`src/rtl/rtc_bus_arbiter.sv`:
```
// ---------------------------------------------------------------------------
// rtc_bus_arbiter
//
// Shares the single RTC parallel-bus protocol engine between five requesters
// (0 init, 1 RTC reset, 2 user write, 3 chronometer, 4 permanent read).
// A winner is picked in IDLE, its address/data/direction are latched and a
// one-cycle start pulse goes to the engine. The arbiter then waits in WAIT
// for the engine's completion (or a timeout), pulses done to the owner and
// spends GAP_CYCLES cycles of bus turnaround in GAP before arbitrating again.
// A requester holding lock keeps ownership across consecutive transactions.
// Read starvation is bounded: after STARVE_LIMIT non-read grants while read
// is pending, read is forced through (init still has top priority).
//
// Ports:
//   clk          system clock
//   Reset        synchronous, active-high reset
//   req[4:0]     request per requester
//   rw_in[4:0]   per requester direction, 1 = read
//   lock[4:0]    per requester bus lock
//   addr_in      byte i = address of requester i
//   wdata_in     byte i = write data of requester i
//   gnt          one-hot current owner
//   done         one-cycle completion pulse to the owner
//   rdata        read data, valid while done pulses
//   err_timeout  one-cycle pulse on abort
//   busy         high whenever the arbiter is not idle
//   proto_start  one-cycle start pulse to the engine
//   proto_addr   latched address
//   proto_wdata  latched write data
//   proto_rw     latched direction
//   proto_done   engine completion pulse
//   proto_rdata  engine read data, valid while proto_done is high
// All outputs are registered.
// ---------------------------------------------------------------------------
module rtc_bus_arbiter #(
    parameter int TIMEOUT      = 1023,
    parameter int GAP_CYCLES   = 2,
    parameter int STARVE_LIMIT = 4
) (
    input  logic        clk,
    input  logic        Reset,
    input  logic [4:0]  req,
    input  logic [4:0]  rw_in,
    input  logic [4:0]  lock,
    input  logic [39:0] addr_in,
    input  logic [39:0] wdata_in,
    output logic [4:0]  gnt,
    output logic [4:0]  done,
    output logic [7:0]  rdata,
    output logic        err_timeout,
    output logic        busy,
    output logic        proto_start,
    output logic [7:0]  proto_addr,
    output logic [7:0]  proto_wdata,
    output logic        proto_rw,
    input  logic        proto_done,
    input  logic [7:0]  proto_rdata
);

    localparam int SW = $clog2(STARVE_LIMIT + 1);
    localparam int GW = (GAP_CYCLES > 1) ? $clog2(GAP_CYCLES) : 1;

    localparam logic [SW-1:0] STARVE_MAX = SW'(STARVE_LIMIT);
    localparam logic [9:0]    TO_LAST    = 10'(TIMEOUT - 1);
    localparam logic [GW-1:0] GAP_LAST   = GW'(GAP_CYCLES - 1);

    typedef enum logic [1:0] {
        ST_IDLE = 2'd0,
        ST_WAIT = 2'd1,
        ST_GAP  = 2'd2
    } state_t;

    state_t         r_state;
    logic [4:0]     r_gnt;
    logic [4:0]     r_done;
    logic [7:0]     r_rdata;
    logic           r_err;
    logic           r_busy;
    logic           r_start;
    logic [7:0]     r_addr;
    logic [7:0]     r_wdata;
    logic           r_rw;
    logic [9:0]     r_tcnt;
    logic [SW-1:0]  r_starve;
    logic [GW-1:0]  r_gap_cnt;
    logic [2:0]     r_owner;
    logic           r_lock_valid;

    logic           w_lock_hold;
    logic           w_win_valid;
    logic [2:0]     w_win_idx;
    logic [5:0]     w_byte_base;

    // Index to one-hot grant/done vector.
    function automatic logic [4:0] f_onehot(input logic [2:0] idx);
        f_onehot = 5'b00001 << idx;
    endfunction

    // Winner selection: locked owner, then init, then forced read, then lowest index.
    always_comb begin
        w_lock_hold = r_lock_valid && req[r_owner] && lock[r_owner];
        w_win_valid = 1'b0;
        w_win_idx   = 3'd0;
        if (w_lock_hold) begin
            w_win_valid = 1'b1;
            w_win_idx   = r_owner;
        end else if (req[0]) begin
            w_win_valid = 1'b1;
            w_win_idx   = 3'd0;
        end else if (req[4] && (r_starve == STARVE_MAX)) begin
            w_win_valid = 1'b1;
            w_win_idx   = 3'd4;
        end else if (req[1]) begin
            w_win_valid = 1'b1;
            w_win_idx   = 3'd1;
        end else if (req[2]) begin
            w_win_valid = 1'b1;
            w_win_idx   = 3'd2;
        end else if (req[3]) begin
            w_win_valid = 1'b1;
            w_win_idx   = 3'd3;
        end else if (req[4]) begin
            w_win_valid = 1'b1;
            w_win_idx   = 3'd4;
        end else begin
            w_win_valid = 1'b0;
            w_win_idx   = 3'd0;
        end
        w_byte_base = {w_win_idx, 3'b000};
    end

    // Arbitration FSM with all outputs registered.
    always_ff @(posedge clk) begin
        if (Reset) begin
            r_state      <= ST_IDLE;
            r_gnt        <= 5'd0;
            r_done       <= 5'd0;
            r_rdata      <= 8'd0;
            r_err        <= 1'b0;
            r_busy       <= 1'b0;
            r_start      <= 1'b0;
            r_addr       <= 8'd0;
            r_wdata      <= 8'd0;
            r_rw         <= 1'b0;
            r_tcnt       <= 10'd0;
            r_starve     <= '0;
            r_gap_cnt    <= '0;
            r_owner      <= 3'd0;
            r_lock_valid <= 1'b0;
        end else begin
            // Pulse outputs default low and are raised only on their event.
            r_start <= 1'b0;
            r_done  <= 5'd0;
            r_err   <= 1'b0;
            case (r_state)
                ST_IDLE: begin
                    if (w_win_valid) begin
                        r_gnt   <= f_onehot(w_win_idx);
                        r_owner <= w_win_idx;
                        r_addr  <= addr_in[w_byte_base +: 8];
                        r_wdata <= wdata_in[w_byte_base +: 8];
                        r_rw    <= rw_in[w_win_idx];
                        r_start <= 1'b1;
                        r_tcnt  <= 10'd0;
                        r_busy  <= 1'b1;
                        r_state <= ST_WAIT;
                        // A grant to anyone else ends any previous lock.
                        if (!w_lock_hold) begin
                            r_lock_valid <= 1'b0;
                        end
                        // Read-starvation bookkeeping; init grants with read
                        // pending leave the count untouched.
                        if (w_win_idx == 3'd4 || !req[4]) begin
                            r_starve <= '0;
                        end else if (w_win_idx != 3'd0 && r_starve != STARVE_MAX) begin
                            r_starve <= r_starve + SW'(1);
                        end
                    end else begin
                        r_gnt        <= 5'd0;
                        r_lock_valid <= 1'b0;
                    end
                end
                ST_WAIT: begin
                    r_gap_cnt <= '0;
                    if (proto_done) begin
                        // Completion beats a coincident timeout.
                        if (r_rw) begin
                            r_rdata <= proto_rdata;
                        end
                        r_done  <= f_onehot(r_owner);
                        r_state <= ST_GAP;
                        if (lock[r_owner]) begin
                            r_lock_valid <= 1'b1;
                        end else begin
                            r_lock_valid <= 1'b0;
                            r_gnt        <= 5'd0;
                        end
                    end else if (r_tcnt == TO_LAST) begin
                        r_err        <= 1'b1;
                        r_done       <= f_onehot(r_owner);
                        r_rdata      <= 8'hFF;
                        r_lock_valid <= 1'b0;
                        r_gnt        <= 5'd0;
                        r_state      <= ST_GAP;
                    end else begin
                        r_tcnt <= r_tcnt + 10'd1;
                    end
                end
                ST_GAP: begin
                    if (r_gap_cnt == GAP_LAST) begin
                        r_state <= ST_IDLE;
                        r_busy  <= 1'b0;
                    end else begin
                        r_gap_cnt <= r_gap_cnt + GW'(1);
                    end
                end
                default: begin
                    r_state      <= ST_IDLE;
                    r_busy       <= 1'b0;
                    r_gnt        <= 5'd0;
                    r_lock_valid <= 1'b0;
                end
            endcase
        end
    end

    assign gnt         = r_gnt;
    assign done        = r_done;
    assign rdata       = r_rdata;
    assign err_timeout = r_err;
    assign busy        = r_busy;
    assign proto_start = r_start;
    assign proto_addr  = r_addr;
    assign proto_wdata = r_wdata;
    assign proto_rw    = r_rw;

endmodule

```
`config.mk`:
```
export PLATFORM = sky130hd
export DESIGN_NAME = rtc_bus_arbiter
export DESIGN_NICKNAME = d
export VERILOG_FILES = /design/src/rtl/rtc_bus_arbiter.sv
export SDC_FILE = /design/constraint.sdc
export NUM_CORES = 1
export LEC_CHECK = 0
export CAP_MARGIN = 20
export CORE_UTILIZATION = 46
export DETAILED_ROUTE_END_ITERATION = 10
export PLACE_DENSITY = 0.81
export SYNTH_ARGS = -nofsm -noshare
export SYNTH_HDL_FRONTEND = slang
export SYNTH_SLANG_ARGS = --single-unit
```
`constraint.sdc`:
```
create_clock -name clk -period 2.8 [get_ports clk]
set_input_delay 0.56 -clock clk [delete_from_list [all_inputs] [get_ports clk]]
set_output_delay 0.56 -clock clk [all_outputs]
set_load 0.02 [all_outputs]
```
==> reports/results.ini <==
[routing]
drc = 0
vias_per_cell = 5.984
wl_per_cell_um = 16.81
drtIter0Drc = 322
drt_wl_total_um = 13700
ant_nets = 0
num_vias = 4877
first_pass_iters = 6

[logic_synthesis]
ys_seq_area_share_pct = 27.73
synth_most_common_cell = nand2_1
postSynthAreaPerCell_um2 = 7.489
netlist_instances = 559
ys_seq_elements = 58
synthFlopType = dfxtp_1
synth_edf_count = 0
synth.area.top_cells = dfxtp_1, nand2_1, a21oi_1
yosys_warnings = 0
synth_cell_types = 57
synthArstFlopShare_pct = 0
synthTopCellsByCount = nand2_1, a21oi_1, dfxtp_1, nor2_1, nand3_1
yosysTopAreaCellShare_pct = 27.73
netlist_area_um2 = 4187
syn-num-nets = 672
synth_top_area_cell = dfxtp_1

[placement]
postPlaceCellArea_um2 = 5846
io_buffers = 143
gp_congestion = 0.9351
dp_hpwl_um = 10150
dp_cells = 799
place_ws_ps = -12.60

[clock_tree]
cts_buffers = 9
clkSinkCount = 58
path_clk_slew_ps = 70
tritoncts = done
cts_setup_buffers = 0
ctsResizeCount = 0
htreeDepth = 3
insertion_delay_ps = 340
root_buffer = clkbuf_8
cts_buffer_depth = 2
ctsHoldBuffers = 0

[die]
die_x_um = 97.40
rows = 34
die-area_um2 = 9487
coreArea_um2 = 8763
die_y_um = 97.40
start_util_pct = 47.77
ioPinCount = 144

[status]
outcome = finished, final reports clean

[sta]
fin_ws_ps = 238.1
hold_viol = 0
max_freq_ghz = 0.3903
tightestPinTransition_ps = 568.8
tns_ps = 0
rsz0062_at_grt = no
clock_skew_ps = 9.642
hold_slack_ps = 487.5
slew_headroom_pct = 62.08
finalCritPeriodShare_pct = 91.50
final-setup-viol-count = 0
min_period_ps = 2562
slew_violations = 0

[power_and_ir_drop]
p_leak_nw = 2.271
powerDensity_nw_per_um2 = 524.9
finalPower_mw = 3.171
peakVddDrop_mv = 0.3200

[worst_setup_path]
start_kind = register
crit_path_end_kind = register
required_ps = 3070
path_class = register to register
cp_max_fo = 27
cp.arrival_ps = 2830

[finish]
finalInstanceArea_um2 = 6041
final_util_pct = 68.93
areaGrowthSynthToFinish_pct = 44.29
n_antenna_cell = 0
fillers = 693
nets = 815
layout-drive-gt1-share_pct = 12.02
final_cells = 815

[global_route]
grt_start_max_net_pins = 41
grt_first_pass_wirelength_um = 22460
antenna_found_initial = 0
grt_pass1_vias = 4845
grt_remaining_overflow = 0
globalRouteTotalUtil_pct = 28.82

[hold_path]
hold_path_class = register to register

[run]
cap_viol_max_count = 0

-- cells in the final DEF, fill, tap and decap left out, types with 2 or more instances in the layout --
cell             count
buf_4               27
a21oi_1             58
a211oi_2             2
and3b_1              2
ha_1                 7
nor2_1              53
nand4_1              6
nor2b_1              2
a211oi_1             3
o211ai_2            20
nand3_1             40
nand2b_1             3
clkbuf_8            10
xnor2_1              2
and3_1               2
dfxtp_1             58
buf_12               4
a31oi_1              3
a221oi_1             4
nor3_1              12
a311o_1             17
mux2i_1             22
mux2_4               3
o32ai_1              3
clkinv_2             3
nand2_1            100
nor3b_1              8
o21ai_0             16
or3_1                9
inv_1               15
o211ai_1            15
nor4_1               4
clkdlybuf4s50_1    142
a21o_1               2
-- critical path, stage by stage, from the launching register on --
cell and delay (ps):
dfxtp_1 620, mux2_4 350, a2bb2oi_2 360, a22o_4 270
buf_4 330, nand3_1 120, a311o_1 350, o211ai_2 70
-- metal layers --
| metal | track usage, % | wire [µm] |
|---|---|---|
| met1 | 34.26 | 5360 |
| met2 | 50.62 | 6820 |
| met3 | 4.317 | 1009 |
| met4 | 13.69 | 507 |
| met5 | 0 | 0 |
-- state kept, by name (all words and copies together), names as in the netlist --
| signal | count |
|---|---|
| proto_wdata | 8 |
| done | 5 |
| busy | 1 |
| rdata | 8 |
| r_tcnt | 10 |
| r_owner | 3 |
| err_timeout | 1 |
| r_gap_cnt | 1 |
| gnt | 5 |
| proto_rw | 1 |
| r_state | 2 |
| proto_addr | 8 |
| r_starve | 3 |
| proto_start | 1 |
| r_lock_valid | 1 |
-- logic make-up (layout without fill, tap and decap cells) --
group                      count (synthesis)  count (layout)  synth area share, %
and+or+nand+nor                          247             247                26.69
AOI/OAI and AO/OA                        161             161                30.24
DFF                                       58              58                27.73
buffers and inverters                     58             206                6.216
muxes                                     26              26                6.605
adders and majority gates                  7               7                2.092
xor gates and xnor gates                   2               2               0.4185
-- layout make-up --
cell class / count / area (µm²) / share of cell area (%)
inverters: 16 / 60.06 / 0.9942
clock buffers: 11 / 141.4 / 2.341
multi-input cells: 443 / 2780 / 46.02
flip-flops and latches: 58 / 1161 / 19.22
clock inverters: 5 / 53.80 / 0.8906
well taps: 108 / 135.1 / 2.237
repair buffers: 174 / 1709 / 28.29
-- final timing paths --
check,startpoint,to,slack (ps),cells past startpoint
max,r_owner[0],proto_addr[4],240,7
min,gnt[0],gnt[0],490,2
max reg2reg,r_owner[0],proto_addr[4],240,7
min reg2reg,gnt[0],gnt[0],490,2
-- where the power goes --
group	total [mW]	internal, mW	switching, mW
Sequential	1.02	0.937	0.0813
Combinational	1.37	0.624	0.747
Clock	0.782	0.432	0.350
Total	3.17	1.99	1.18
(Power assumes the default switching activity.)
